[src/rtl/accum_warp_retire_collector_if.sv]
// rtl/accum_warp_retire_collector_if.sv - index-beat source and block-summary sink bundle for the retire collector
interface accum_warp_retire_collector_if #(
  parameter int N_CFG    = 4,
  parameter int MAX_WARP = 4
);
  localparam int NCFG_BW = $clog2(N_CFG + 1);
  localparam int WID_BW  = $clog2(MAX_WARP);
  localparam int CNT_BW  = WID_BW + 1;

  logic                           src_rdy;
  logic                           src_ack;
  logic [NCFG_BW-1:0]             i_id;
  logic [WID_BW-1:0]              i_warpid;
  logic                           i_retire;
  logic                           i_islast;
  logic                           dst_rdy;
  logic                           dst_ack;
  logic [CNT_BW-1:0]              o_nwarp;
  logic [N_CFG-1:0][CNT_BW-1:0]   o_retire_cnt;
  logic                           o_err;

  modport master (
    output src_rdy, i_id, i_warpid, i_retire, i_islast, dst_ack,
    input  src_ack, dst_rdy, o_nwarp, o_retire_cnt, o_err
  );

  modport slave (
    input  src_rdy, i_id, i_warpid, i_retire, i_islast, dst_ack,
    output src_ack, dst_rdy, o_nwarp, o_retire_cnt, o_err
  );
endinterface

[src/rtl/accum_warp_retire_collector.sv]
// rtl/accum_warp_retire_collector.sv - per-block warp/retire collector; ACCUM_RETIRE_CHECK_EN adds protocol checks driving o_err
module accum_warp_retire_collector #(
  parameter int N_CFG    = 4,
  parameter int MAX_WARP = 4
) (
  input  logic                        i_clk,
  input  logic                        i_rst_n,
  accum_warp_retire_collector_if.slave bus
);
  localparam int NCFG_BW = $clog2(N_CFG + 1);
  localparam int WID_BW  = $clog2(MAX_WARP);
  localparam int CNT_BW  = WID_BW + 1;

  typedef enum logic {COLLECT, REPORT} state_t;

  state_t                       state_q, state_d;
  logic                         src_ack, dst_rdy;
  logic                         accept, clear;
  logic [CNT_BW-1:0]            nwarp_q;
  logic [CNT_BW-1:0]            warp_p1;
  logic [N_CFG-1:0][CNT_BW-1:0] cnt_q;

  always_comb begin
    state_d = state_q;
    src_ack = 1'b0;
    dst_rdy = 1'b0;
    case (state_q)
      COLLECT: begin
        src_ack = bus.src_rdy;
        if (bus.src_rdy && bus.i_islast) state_d = REPORT;
      end
      REPORT: begin
        dst_rdy = 1'b1;
        if (bus.dst_ack) state_d = COLLECT;
      end
      default: state_d = COLLECT;
    endcase
  end

  assign accept  = src_ack;
  assign clear   = dst_rdy && bus.dst_ack;
  assign warp_p1 = CNT_BW'(bus.i_warpid) + CNT_BW'(1);

  always_ff @(posedge i_clk or negedge i_rst_n) begin
    if (!i_rst_n) begin
      state_q <= COLLECT;
      nwarp_q <= '0;
      cnt_q   <= '0;
    end else begin
      state_q <= state_d;
      if (clear) begin
        nwarp_q <= '0;
        cnt_q   <= '0;
      end else if (accept) begin
        if (warp_p1 > nwarp_q) nwarp_q <= warp_p1;
        // Out-of-range ids never match an index, so they touch no counter.
        for (int i = 0; i < N_CFG; i++) begin
          if (bus.i_retire && bus.i_id == NCFG_BW'(i) && cnt_q[i] != CNT_BW'(MAX_WARP))
            cnt_q[i] <= cnt_q[i] + CNT_BW'(1);
        end
      end
    end
  end

`ifdef ACCUM_RETIRE_CHECK_EN
  logic                          err_q;
  logic                          have_prev_q;
  logic [WID_BW-1:0]             last_warp_q;
  logic [MAX_WARP-1:0][N_CFG-1:0] seen_q;
  logic                          id_ok, dup, sat, err_set;

  always_comb begin
    id_ok = bus.i_id < NCFG_BW'(N_CFG);
    dup   = 1'b0;
    sat   = 1'b0;
    for (int i = 0; i < N_CFG; i++) begin
      if (bus.i_id == NCFG_BW'(i)) begin
        dup = seen_q[bus.i_warpid][i];
        sat = cnt_q[i] == CNT_BW'(MAX_WARP);
      end
    end
    err_set = accept && ((have_prev_q && bus.i_warpid < last_warp_q) || !id_ok ||
                         (bus.i_retire && (dup || sat)));
  end

  always_ff @(posedge i_clk or negedge i_rst_n) begin
    if (!i_rst_n) begin
      err_q       <= 1'b0;
      have_prev_q <= 1'b0;
      last_warp_q <= '0;
      seen_q      <= '0;
    end else if (clear) begin
      err_q       <= 1'b0;
      have_prev_q <= 1'b0;
      last_warp_q <= '0;
      seen_q      <= '0;
    end else if (accept) begin
      if (err_set) err_q <= 1'b1;
      have_prev_q <= 1'b1;
      last_warp_q <= bus.i_warpid;
      for (int i = 0; i < N_CFG; i++) begin
        if (bus.i_retire && bus.i_id == NCFG_BW'(i)) seen_q[bus.i_warpid][i] <= 1'b1;
      end
    end
  end

  assign bus.o_err = err_q;
`else
  assign bus.o_err = 1'b0;
`endif

  assign bus.src_ack      = src_ack;
  assign bus.dst_rdy      = dst_rdy;
  assign bus.o_nwarp      = nwarp_q;
  assign bus.o_retire_cnt = cnt_q;
endmodule

[src/flat_wrapper.sv]
// flat-port wrapper written by rule: the top's interface ports become plain ports
module accum_warp_retire_collector_flat 
#(
  parameter int N_CFG    = 4,
  parameter int MAX_WARP = 4
)
  (i_clk, i_rst_n, bus_src_rdy, bus_i_id, bus_i_warpid, bus_i_retire, bus_i_islast, bus_dst_ack, bus_src_ack, bus_dst_rdy, bus_o_nwarp, bus_o_retire_cnt, bus_o_err);
  accum_warp_retire_collector_if #(.N_CFG(N_CFG), .MAX_WARP(MAX_WARP)) bus_i ();
  input  logic i_clk;
  input  logic i_rst_n;
  input wire logic [$bits(bus_i.src_rdy)-1:0] bus_src_rdy;
  input wire logic [$bits(bus_i.i_id)-1:0] bus_i_id;
  input wire logic [$bits(bus_i.i_warpid)-1:0] bus_i_warpid;
  input wire logic [$bits(bus_i.i_retire)-1:0] bus_i_retire;
  input wire logic [$bits(bus_i.i_islast)-1:0] bus_i_islast;
  input wire logic [$bits(bus_i.dst_ack)-1:0] bus_dst_ack;
  output wire logic [$bits(bus_i.src_ack)-1:0] bus_src_ack;
  output wire logic [$bits(bus_i.dst_rdy)-1:0] bus_dst_rdy;
  output wire logic [$bits(bus_i.o_nwarp)-1:0] bus_o_nwarp;
  output wire logic [$bits(bus_i.o_retire_cnt)-1:0] bus_o_retire_cnt;
  output wire logic [$bits(bus_i.o_err)-1:0] bus_o_err;
  assign bus_i.src_rdy = bus_src_rdy;
  assign bus_i.i_id = bus_i_id;
  assign bus_i.i_warpid = bus_i_warpid;
  assign bus_i.i_retire = bus_i_retire;
  assign bus_i.i_islast = bus_i_islast;
  assign bus_i.dst_ack = bus_dst_ack;
  assign bus_src_ack = bus_i.src_ack;
  assign bus_dst_rdy = bus_i.dst_rdy;
  assign bus_o_nwarp = bus_i.o_nwarp;
  assign bus_o_retire_cnt = bus_i.o_retire_cnt;
  assign bus_o_err = bus_i.o_err;
  accum_warp_retire_collector #(.N_CFG(N_CFG), .MAX_WARP(MAX_WARP)) u_core (.i_clk(i_clk), .i_rst_n(i_rst_n), .bus(bus_i));
endmodule
[config.mk]
export PLATFORM = sky130hd
export DESIGN_NAME = accum_warp_retire_collector_flat
export DESIGN_NICKNAME = d
export VERILOG_FILES = /design/src/rtl/accum_warp_retire_collector_if.sv /design/src/rtl/accum_warp_retire_collector.sv /design/src/flat_wrapper.sv
export SDC_FILE = /design/constraint.sdc
export NUM_CORES = 1
export LEC_CHECK = 0
export CAP_MARGIN = 20
export CORE_UTILIZATION = 49
export CTS_CLUSTER_DIAMETER = 120
export DETAILED_ROUTE_END_ITERATION = 8
export PLACE_DENSITY = 0.83
export SLEW_MARGIN = 20
export SYNTH_ARGS = -nofsm -noshare
export SYNTH_HDL_FRONTEND = slang
export SYNTH_SLANG_ARGS = --single-unit
[constraint.sdc]
create_clock -name i_clk -period 3.6 [get_ports i_clk]
set_input_delay 0.36 -clock i_clk [delete_from_list [all_inputs] [get_ports i_clk]]
set_output_delay 0.36 -clock i_clk [all_outputs]
set_load 0.05 [all_outputs]
[Word-level counts from Yosys, hierarchy flattened]
Index checks and enable logic that the tools add are counted.
Storage, ports and cells
  register bits after elaboration: 16
  bits of input ports: 11
  output and inout port bits: 18
  word-level logic and storage cells: 56
Operators by class
  $add $sub $neg: 5
  order comparisons: 1
  equality and inequality tests: 7
  mux-type cells: 14
  bitwise logic cells: 1
  reductions and logical operators: 22
Operators by type and width (number)
  2-to-1 mux 12 bit: 2
  2-to-1 mux 3 bit: 7
  adder 3 x 1 -> 3 bit (second input constant): 4
  inequality test 3 bit (second input constant): 4
  nonzero test 2 bit: 6
  logical AND 1 bit: 10
  AND reduction 2 bit: 5
  == test 3 x 2 -> 1 bit (second input constant): 2
  2-to-1 mux 1 bit: 4
  adder 2 x 1 -> 3 bit (second input constant): 1
  == test 3 x 1 -> 1 bit (second input constant): 1
  greater-than comparator 3 bit: 1
  zero test 3 bit: 1
  case mux 1 bit (2 select lines): 1
  inverter 1 bit: 1

[Longest topological paths before layout]
Gate-level depths: netlist of run 1.
  word-level depth: 6
  mapped depth: 6
  depth with buffers taken out: 6

[Worst setup path after synthesis of run 1]
No wires, ideal clock.
  path type: reg-to-reg
  from: register u_core.nwarp_q[1] (netlist: u_core.bus.o_nwarp[1])
  to: register u_core.nwarp_q[0] (netlist: u_core.bus.o_nwarp[0])
  library setup time: 96 ps
  arrival: 1694 ps
  required time: 3504 ps
  setup slack: 1810 ps
  stages on the path, launching flop included: 7
  buffers on the path: 0
  clock period less this slack: 1790 ps
  cell sequence: dfrtp_1 inv_1 ha_1 nor2b_1 o31ai_2 o211ai_1 o31ai_1
Between the ends
  word-level cells in the longest chain between the ends: 3
Ends and longest elaborated chain
  from (decl): RTL line accum_warp_retire_collector.sv:19  | logic [CNT_BW-1:0] nwarp_q;
  from (signal assigned): RTL line accum_warp_retire_collector.sv:55  | if (warp_p1 > nwarp_q) nwarp_q <= warp_p1;
  greater-than comparator 3 bit: RTL line accum_warp_retire_collector.sv:55
  nonzero test 2 bit (no line)
  AND reduction 2 bit (no line)
Every way passes these cells.
A chain may end at the register's enable or synchronous reset.

[Worst setup path in the final report of run 1]
  from: input bus_src_rdy
  to: output bus_src_ack
Between the ends
  word-level cells in the longest chain between the ends: 1
Ends and longest elaborated chain
  from (decl): RTL line flat_wrapper.sv:11  | input wire logic [$bits(bus_i.src_rdy)-1:0] bus_src_rdy;
  2-to-1 mux 1 bit: RTL line accum_warp_retire_collector.sv:27  | case (state_q)
  to (decl): RTL line flat_wrapper.sv:17  | output wire logic [$bits(bus_i.src_ack)-1:0] bus_src_ack;
Every way passes these cells.

==> flow_summary_export.csv, run 1 <==
group,metric,value,unit
outcome,outcome,"finished, final reports clean",
clocking,cts.repair.resized,0,
sta,drv_slew,0,
sta,maxSlewHeadroom,53.6,%
clocking,cts_buffer_depth,2,
place,portBuffers,27,
critical_path,path_max_fanout,3,
drt,drc_errors,0,
cells_and_area,final_cell_area,1290,sq um
logic_synthesis,synthesis.nets,120,
pwr,p_per_area,492,nW/um^2
clocking,h-tree-depth,1,
drt,vias,775,
place,dpl_cell_area,1250,sq um
sta,period_share,60.3,%
sta,rsz0062_at_grt,"false",
sta,tns,0,ns
critical_path,critPathCaptureType,"output pin",
logic_synthesis,seq_area_frac_synth,41.6,%
critical_path,crit_required,3.24,ns
drt,wl,1860,um
die,die-area,2140,sq um
job,maxCapViolations,0,
sta,tightestPinTransition,0.695,ns
logic_synthesis,synth_cell_type_count,26,
logic_synthesis,ys_ff_latch,16,
clocking,cts_buffers,3,
logic_synthesis,synth_area_per_cell,9.92,sq um
grt,grt_pass1_vias,753,
sta,hold_viol_final,0,
cells_and_area,multi_input_area,498,sq um
die,start_util,54.0,%
sta,finClkSkew,0.00399,ns
clocking,post_cts_buffers,0,
die,core,1780,sq um
die,fp-row-count,15,
clocking,clkTransAtPathRegs,0.09,ns
critical_path,crit_type,"input pin to output pin",
pwr,combinationalPowerShare,45.1,%
cells_and_area,area_delta_synth_final,33.9,%
cells_and_area,diodes,0,
cells_and_area,drive_gt1_share,7.94,%
grt,gr-total-overflow,0,
logic_synthesis,syn_area,962,sq um
drt,drt-initial-drc-count,6,
die,io_pins,29,
die,dieHeight,46.3,um
pwr,p_sw,0.262,mW
drt,drtPass1Iterations,2,
critical_path,rr_worst_depth,6,
pwr,intPower,0.371,mW
clocking,cts_tree,"built",
die,die_w,46.3,um
logic_synthesis,yosysWarnings,0,
grt,antenna_found_initial,0,
grt,grt_max_degree,17,
hold_path,hp-class,"input pin to async pin",
place,place_hpwl,1500,um
clocking,hold_buffers,0,
pwr,pwr-share-clk,18.3,%
cells_and_area,fin_util,72.3,%
clocking,clk_latency,0.28,ns
cells_and_area,fillers,128,
logic_synthesis,syn-instance-count,97,
critical_path,critPathArrivalTime,1.81,ns
cells_and_area,final_cell_mix,"27 x clkdlybuf4s50_1, 16 x dfrtp_1, 14 x inv_1",
drt,avgViaCountPerCell,5.13,
drt,antenna_left,0,
pwr,seq_power_share,36.6,%
drt,met3WireLength,63,um
drt,wl_met2,978,um
drt,routedWlPerCell,12.3,um
grt,grt_pass1_wl,3110,um
pwr,ir_worst_vdd,0.319,mV
pwr,swShare,41.4,%
drt,routed.top_layer,"met4",
cells_and_area,final_common_cell,"clkdlybuf4s50_1",
cells_and_area,finalNetCount,150,
clocking,clock_sinks,16,
cells_and_area,register_area,400,sq um
pwr,power_leakage,0.590,nW
place,gp_congestion,0.736,
clocking,root_buffer,"clkbuf_4",
sta,setup_viol,0,
drt,m1WireLength,796,um
sta,min_period,2.17,ns
sta,max_freq,0.461,GHz
critical_path,crit_path_start_kind,"input pin",
grt,grt_usage,20.7,%
Yosys cell counts, drive strengths merged:
cell    count  area share (%)
a211oi      1            0.78
and2b       1            0.91
nor2b       1            0.65
inv        14             5.5
dfrtp      16              42
ha         12              16
a21oi       2             1.0
mux2i       4             4.2
nor2        9             3.5
conb        1            0.39
o211ai      4             3.1
o21ai       2             1.0
nand2       8             3.4
and4bb      1             1.7
buf         2             1.2
o31ai       5             4.4
and4b       1             1.4
nand3       4             2.1
nand4       2             1.3
xnor2       4             3.6
xor2        2             1.8
and2        1            0.78
sequential cells by signal, indices dropped and copies added (netlist names):
register and flops:
u_core.bus.o_nwarp 3, u_core.bus.o_retire_cnt 12, u_core.state_q 1
area by class of cell:
cell class,instances,share of cell area [%]
clock buffers,4,2.82
inverters,14,4.08
multi-input cells,65,38.6
flip-flops and latches,16,31.1
well taps,25,2.43
repair buffers,27,21.0
path summary, 6_finish.rpt:
check	startpoint	end	slack [ns]
max in group asynchronous	i_rst_n	u_core.bus.o_retire_cnt[11]	2.67
hold reg to reg	u_core.bus.o_retire_cnt[5]	u_core.bus.o_retire_cnt[5]	0.52
setup / recovery	bus_src_rdy	bus_src_ack	1.43
setup reg to reg	u_core.bus.o_nwarp[1]	u_core.bus.o_nwarp[2]	1.96
hold / removal	i_rst_n	u_core.bus.o_retire_cnt[1]	0.49
min in group i_clk	u_core.bus.o_retire_cnt[5]	u_core.bus.o_retire_cnt[5]	0.52
per-stage QoR:
step | setup WS, ns | power [mW] | hold WS [ns] | std cells
detailed placement | 1.26 | 0.522 | 0.501 | 147
global route | 1.38 | 0.675 | 0.534 | 151
global placement | 1.39 | 0.508 | 0.492 | 147
finish | 1.43 | 0.634 | 0.492 | 151
floorplan | 1.81 | 0.424 | 0.0644 | 97
CTS | 1.42 | 0.640 | 0.517 | 151
kinds of logic after synthesis:
group / Yosys count / synth area share [%]
buffers and inverters: 16 / 6.63
multiplexers: 4 / 4.16
adder cells (fa/ha/maj): 12 / 15.6
other: 1 / 0.390
AO/OA/AOI/OAI: 14 / 10.4
flip-flops: 16 / 41.6
XOR/XNOR: 6 / 5.46
AND/OR/NAND/NOR: 28 / 15.7
power by group through the flow:
stage | logic, mW | registers [mW] | clock network (mW)
2_1_floorplan | 0.106 | 0.317 | 0
3_3_place_gp | 0.275 | 0.233 | 0
3_5_place_dp | 0.289 | 0.233 | 0
4_1_cts | 0.289 | 0.232 | 0.119
5_1_grt | 0.311 | 0.235 | 0.130
6_report | 0.286 | 0.232 | 0.116
critical path, stage by stage:
cell             delay (ns)
clkdlybuf4s50_1        0.47
and2b_2                0.17
clkdlybuf4s50_1        0.80
per-layer routing:
metal / global-route usage, % / vias up
met5: 0 / -
met4: 7.06 / 0
met3: 3.53 / 4
met2: 36.7 / 17
met1: 24.6 / 372
li1: - / 382
Note: power is estimated with default switching activity, not from simulation.
==> run 2, diff against run 1 <==
CORE_UTILIZATION = 46   (was 49)
PLACE_DENSITY = 0.79   (was 0.83)
clock period = 2 ns   (was 3.6 ns; I/O delays follow)
==> flow_summary_export.csv, run 2 (synthesized netlist as in run 1, its figures left out) <==
group,metric,value,unit
outcome,outcome,"finished, final reports clean",
cells_and_area,drive_gt1_share,9.45,%
job,maxCapViolations,0,
critical_path,crit_required,2.21,ns
cells_and_area,final_common_cell,"clkdlybuf4s50_1",
cells_and_area,area_delta_synth_final,34.7,%
grt,grt_usage,22.1,%
cells_and_area,final_cell_area,1300,sq um
critical_path,critPathCaptureType,"register",
sta,maxSlewHeadroom,51.8,%
grt,gr-total-overflow,0,
pwr,ir_worst_vdd,0.693,mV
sta,setup_slack,0.141,ns
clocking,hold_buffers,0,
sta,rsz0062_at_grt,"false",
critical_path,critPathArrivalTime,2.07,ns
sta,period_share,92.9,%
sta,drv_slew,0,
place,portBuffers,27,
place,dpl_cell_area,1260,sq um
pwr,power_leakage,0.596,nW
cells_and_area,stdcell_count,154,
die,core,1960,sq um
drt,drc_errors,0,
cells_and_area,multi_input_area,498,sq um
hold_path,hp-class,"input pin to async pin",
cells_and_area,fin_util,66.1,%
sta,tns,0,ns
clocking,root_buffer,"clkbuf_4",
sta,min_period,1.86,ns
drt,drt-initial-drc-count,7,
place,numPlacedInstances,150,
die,die_w,47.7,um
sta,hold_viol_final,0,
place,place_hpwl,1540,um
cells_and_area,diodes,0,
clocking,clk_latency,0.29,ns
grt,grt_pass1_wl,3420,um
clocking,post_cts_buffers,0,
place,gp_congestion,0.720,
clocking,cts_buffer_depth,2,
clocking,cts_tree,"built",
critical_path,path_max_fanout,6,
cells_and_area,final_cell_mix,"26 x clkdlybuf4s50_1, 16 x dfrtp_1, 14 x inv_1",
sta,max_freq,0.538,GHz
grt,grt_pass1_vias,830,
grt,grt_max_degree,17,
pwr,finalPower,1.15,mW
cells_and_area,finalNetCount,151,
cells_and_area,fillers,179,
clocking,clkTransAtPathRegs,0.10,ns
drt,wl,2000,um
critical_path,crit_path_start_kind,"input pin",
sta,setup_viol,0,
die,dieHeight,47.7,um
clocking,cts.repair.resized,0,
sta,finClkSkew,0.00172,ns
sta,tightestPinTransition,0.721,ns
clocking,clock_sinks,16,
clocking,cts_buffers,3,
cells_and_area,largest_register_ff_count,12,
sta,fin_hold_ws,0.327,ns
drt,vias,794,
grt,antenna_found_initial,0,
pwr,p_per_area,891,nW/um^2
die,die-area,2280,sq um
cells_and_area,register_area,400,sq um
drt,antenna_left,0,
drt,avgViaCountPerCell,5.16,
die,start_util,49.0,%
clocking,h-tree-depth,1,
die,io_pins,29,
drt,routedWlPerCell,13.0,um
drt,drtPass1Iterations,2,
place,place_ws,-0.186,ns
critical_path,crit_type,"input pin to register",
die,fp-row-count,16,
==> run 2: cell types whose count changed in the layout (fill, tap and decap cells not counted) <==
cell,delta
buf_4,+2
clkdlybuf4s50_1,-1
==> run 2: path summary, 6_finish.rpt <==
check                                        endpoint  slack (ns)  cells after the start                  startpoint
min in group i_clk                     u_core.state_q        0.48                      3                bus_i_islast
setup / recovery                u_core.bus.o_nwarp[1]        0.14                      7             bus_i_warpid[0]
hold reg to reg            u_core.bus.o_retire_cnt[5]        0.52                      1  u_core.bus.o_retire_cnt[5]
hold / removal                  u_core.bus.o_nwarp[2]        0.33                      1                     i_rst_n
max in group asynchronous       u_core.bus.o_nwarp[0]        1.22                      1                     i_rst_n
setup reg to reg                u_core.bus.o_nwarp[1]        0.34                      6       u_core.bus.o_nwarp[1]
==> run 2: layout make-up <==
class                   instances  area share, %
clock buffers                   4           2.80
flip-flops and latches         16           30.9
well taps                      27           2.61
repair buffers                 28           21.2
inverters                      14           4.05
multi-input cells              65           38.4
==> run 2: power breakdown <==
group          switching, mW  total (mW)  internal, mW
Sequential            0.0473       0.416         0.369
Clock                  0.109       0.220         0.111
Combinational          0.330       0.518         0.187
==> run 2: routing by layer <==
metal	GRT usage, %	routed length [um]
met1	23.3	838
met2	42.4	1030
met3	4.15	107
met4	8.89	30
met5	0	0
==> run 2: critical path, stage by stage <==
cell and delay (ns):
clkdlybuf4s50_1 0.43, ha_1 0.33, ha_1 0.29, nor2b_1 0.14, o31ai_2 0.41, o211ai_1 0.18, o31ai_1 0.09
==> run 3, diff against run 2 <==
PLACE_DENSITY = 0.83   (was 0.79)
SETUP_SLACK_MARGIN = 0.3   (was unset)
==> flow_summary_export.csv, run 3 (synthesized netlist as in run 1, its figures left out) <==
group,metric,value,unit
die,core,1960,sq um
sta,drv_slew,0,
clocking,hold_buffers,0,
cells_and_area,stdcell_count,157,
drt,antenna_left,0,
sta,tightestPinTransition,0.514,ns
drt,drt-initial-drc-count,10,
clocking,clock_sinks,16,
cells_and_area,area_delta_synth_final,43.8,%
critical_path,cp_num_buf_inv,2,
hold_path,hp-class,"input pin to async pin",
drt,wl,2230,um
die,die-area,2280,sq um
critical_path,cp_slowest_cell,"dfrtp_2",
grt,grt_usage,21.5,%
clocking,h-tree-depth,1,
sta,min_period,1.60,ns
pwr,p_per_area,890,nW/um^2
critical_path,startpoint,"u_core.bus.o_nwarp[1]",
sta,finClkSkew,0.000553,ns
grt,grt_pass1_wl,3280,um
cells_and_area,largest_register_ff_count,12,
drt,drc_errors,0,
critical_path,critPathCaptureType,"register",
critical_path,critPathArrivalTime,1.76,ns
place,numPlacedInstances,151,
critical_path,cp_num_cells,6,
grt,grt_max_degree,17,
die,dieHeight,47.7,um
die,start_util,49.0,%
pwr,finalPower,1.23,mW
outcome,outcome,"finished, final reports clean",
cells_and_area,final_cell_mix,"14 x inv_1, 14 x dfrtp_1, 13 x dlymetal6s2s_1",
critical_path,crit_required,2.16,ns
sta,max_freq,0.623,GHz
clocking,root_buffer,"clkbuf_4",
place,portBuffers,27,
critical_path,rrSetupSlack,0.40,ns
pwr,power_leakage,0.841,nW
place,gp_congestion,0.710,
clocking,cts_buffer_depth,2,
cells_and_area,drive_gt1_share,15.4,%
grt,grt_pass1_vias,777,
place,place_hpwl,1610,um
clocking,cts_tree,"built",
sta,setup_viol,0,
cells_and_area,diodes,0,
cells_and_area,finalNetCount,154,
sta,maxSlewHeadroom,65.7,%
die,io_pins,29,
clocking,cts_buffers,3,
grt,gr-total-overflow,0,
critical_path,path_cells,"inv_1, ha_4, nor2b_2, o31ai_4, buf_4, o31ai_1",
sta,rsz0062_at_grt,"false",
pwr,ir_worst_vdd,0.927,mV
drt,avgViaCountPerCell,5.13,
sta,period_share,80.2,%
critical_path,rr_worst_depth,6,
critical_path,crit_end,"u_core.bus.o_nwarp[2]",
sta,hold_viol_final,0,
die,fp-row-count,16,
drt,vias,805,
critical_path,crit_type,"register to register",
critical_path,rr_endpoint,"u_core.bus.o_nwarp[2]",
critical_path,crit_family,"flip-flops",
critical_path,max_stage_delay,0.44,ns
drt,routedWlPerCell,14.2,um
critical_path,path_max_fanout,6,
critical_path,r2r-start,"u_core.bus.o_nwarp[1]",
grt,antenna_found_initial,0,
critical_path,crit_path_start_kind,"register",
clocking,clk_latency,0.27,ns
clocking,clkTransAtPathRegs,0.09,ns
die,die_w,47.7,um
cells_and_area,fillers,167,
drt,drtPass1Iterations,4,
sta,fin_hold_ws,0.244,ns
job,maxCapViolations,0,
run 3: report_power, final:
part,total (mW),switching (mW),internal (mW),leakage (nW)
Combinational,0.609,0.378,0.231,0.605
Clock,0.207,0.0965,0.111,0.0210
Sequential,0.416,0.0444,0.371,0.215
Total,1.23,0.519,0.713,0.841
run 3: metal layers:
metal | track usage [%] | wire length (um) | up-vias | share of wire, %
met3 | 4.15 | 109 | 2 | 4.9
li1 | - | - | 393 | -
met2 | 40.0 | 1210 | 24 | 54
met4 | 6.67 | 19 | 0 | 0.85
met5 | 0 | 0 | - | 0
met1 | 24.6 | 893 | 386 | 40
run 3: layout make-up:
class | instances | area [sq um] | share of cell area [%]
Multi-Input combinational cell | 65 | 534 | 38.6
Timing Repair Buffer | 31 | 324 | 23.4
Tap cell | 27 | 33.8 | 2.44
Clock buffer | 4 | 36.3 | 2.62
Inverter | 14 | 52.6 | 3.80
Sequential cell | 16 | 403 | 29.1
run 3: how the worst min path moves through the flow:
stage	to	cells past startpoint
after global routing	u_core.bus.o_retire_cnt[2]	2
after detailed placement	u_core.bus.o_retire_cnt[5]	1
after global placement	u_core.bus.o_retire_cnt[5]	1
after floorplan	u_core.bus.o_nwarp[0]	0
final	u_core.bus.o_retire_cnt[8]	2
after CTS	u_core.bus.o_retire_cnt[8]	2
run 3: through the flow:
stage / cell area (sq um) / worst slack (ns) / util, % / setup TNS [ns]
2_1_floorplan: 965 / 0.334 / - / 0
3_3_place_gp: 1270 / -0.0211 / 64.7 / -0.0572
3_5_place_dp: 1270 / -0.217 / 64.7 / -0.630
4_1_cts: 1340 / 0.302 / 68.4 / 0
5_1_grt: 1380 / 0.346 / 70.5 / 0
6_report: 1380 / 0.395 / 70.5 / 0
run 3: timing repair:
item                       4_1_cts  5_1_grt
resized for setup                8       14
pin swaps                        5        1
setup endpoints to repair        8       14
setup buffers                    1        1
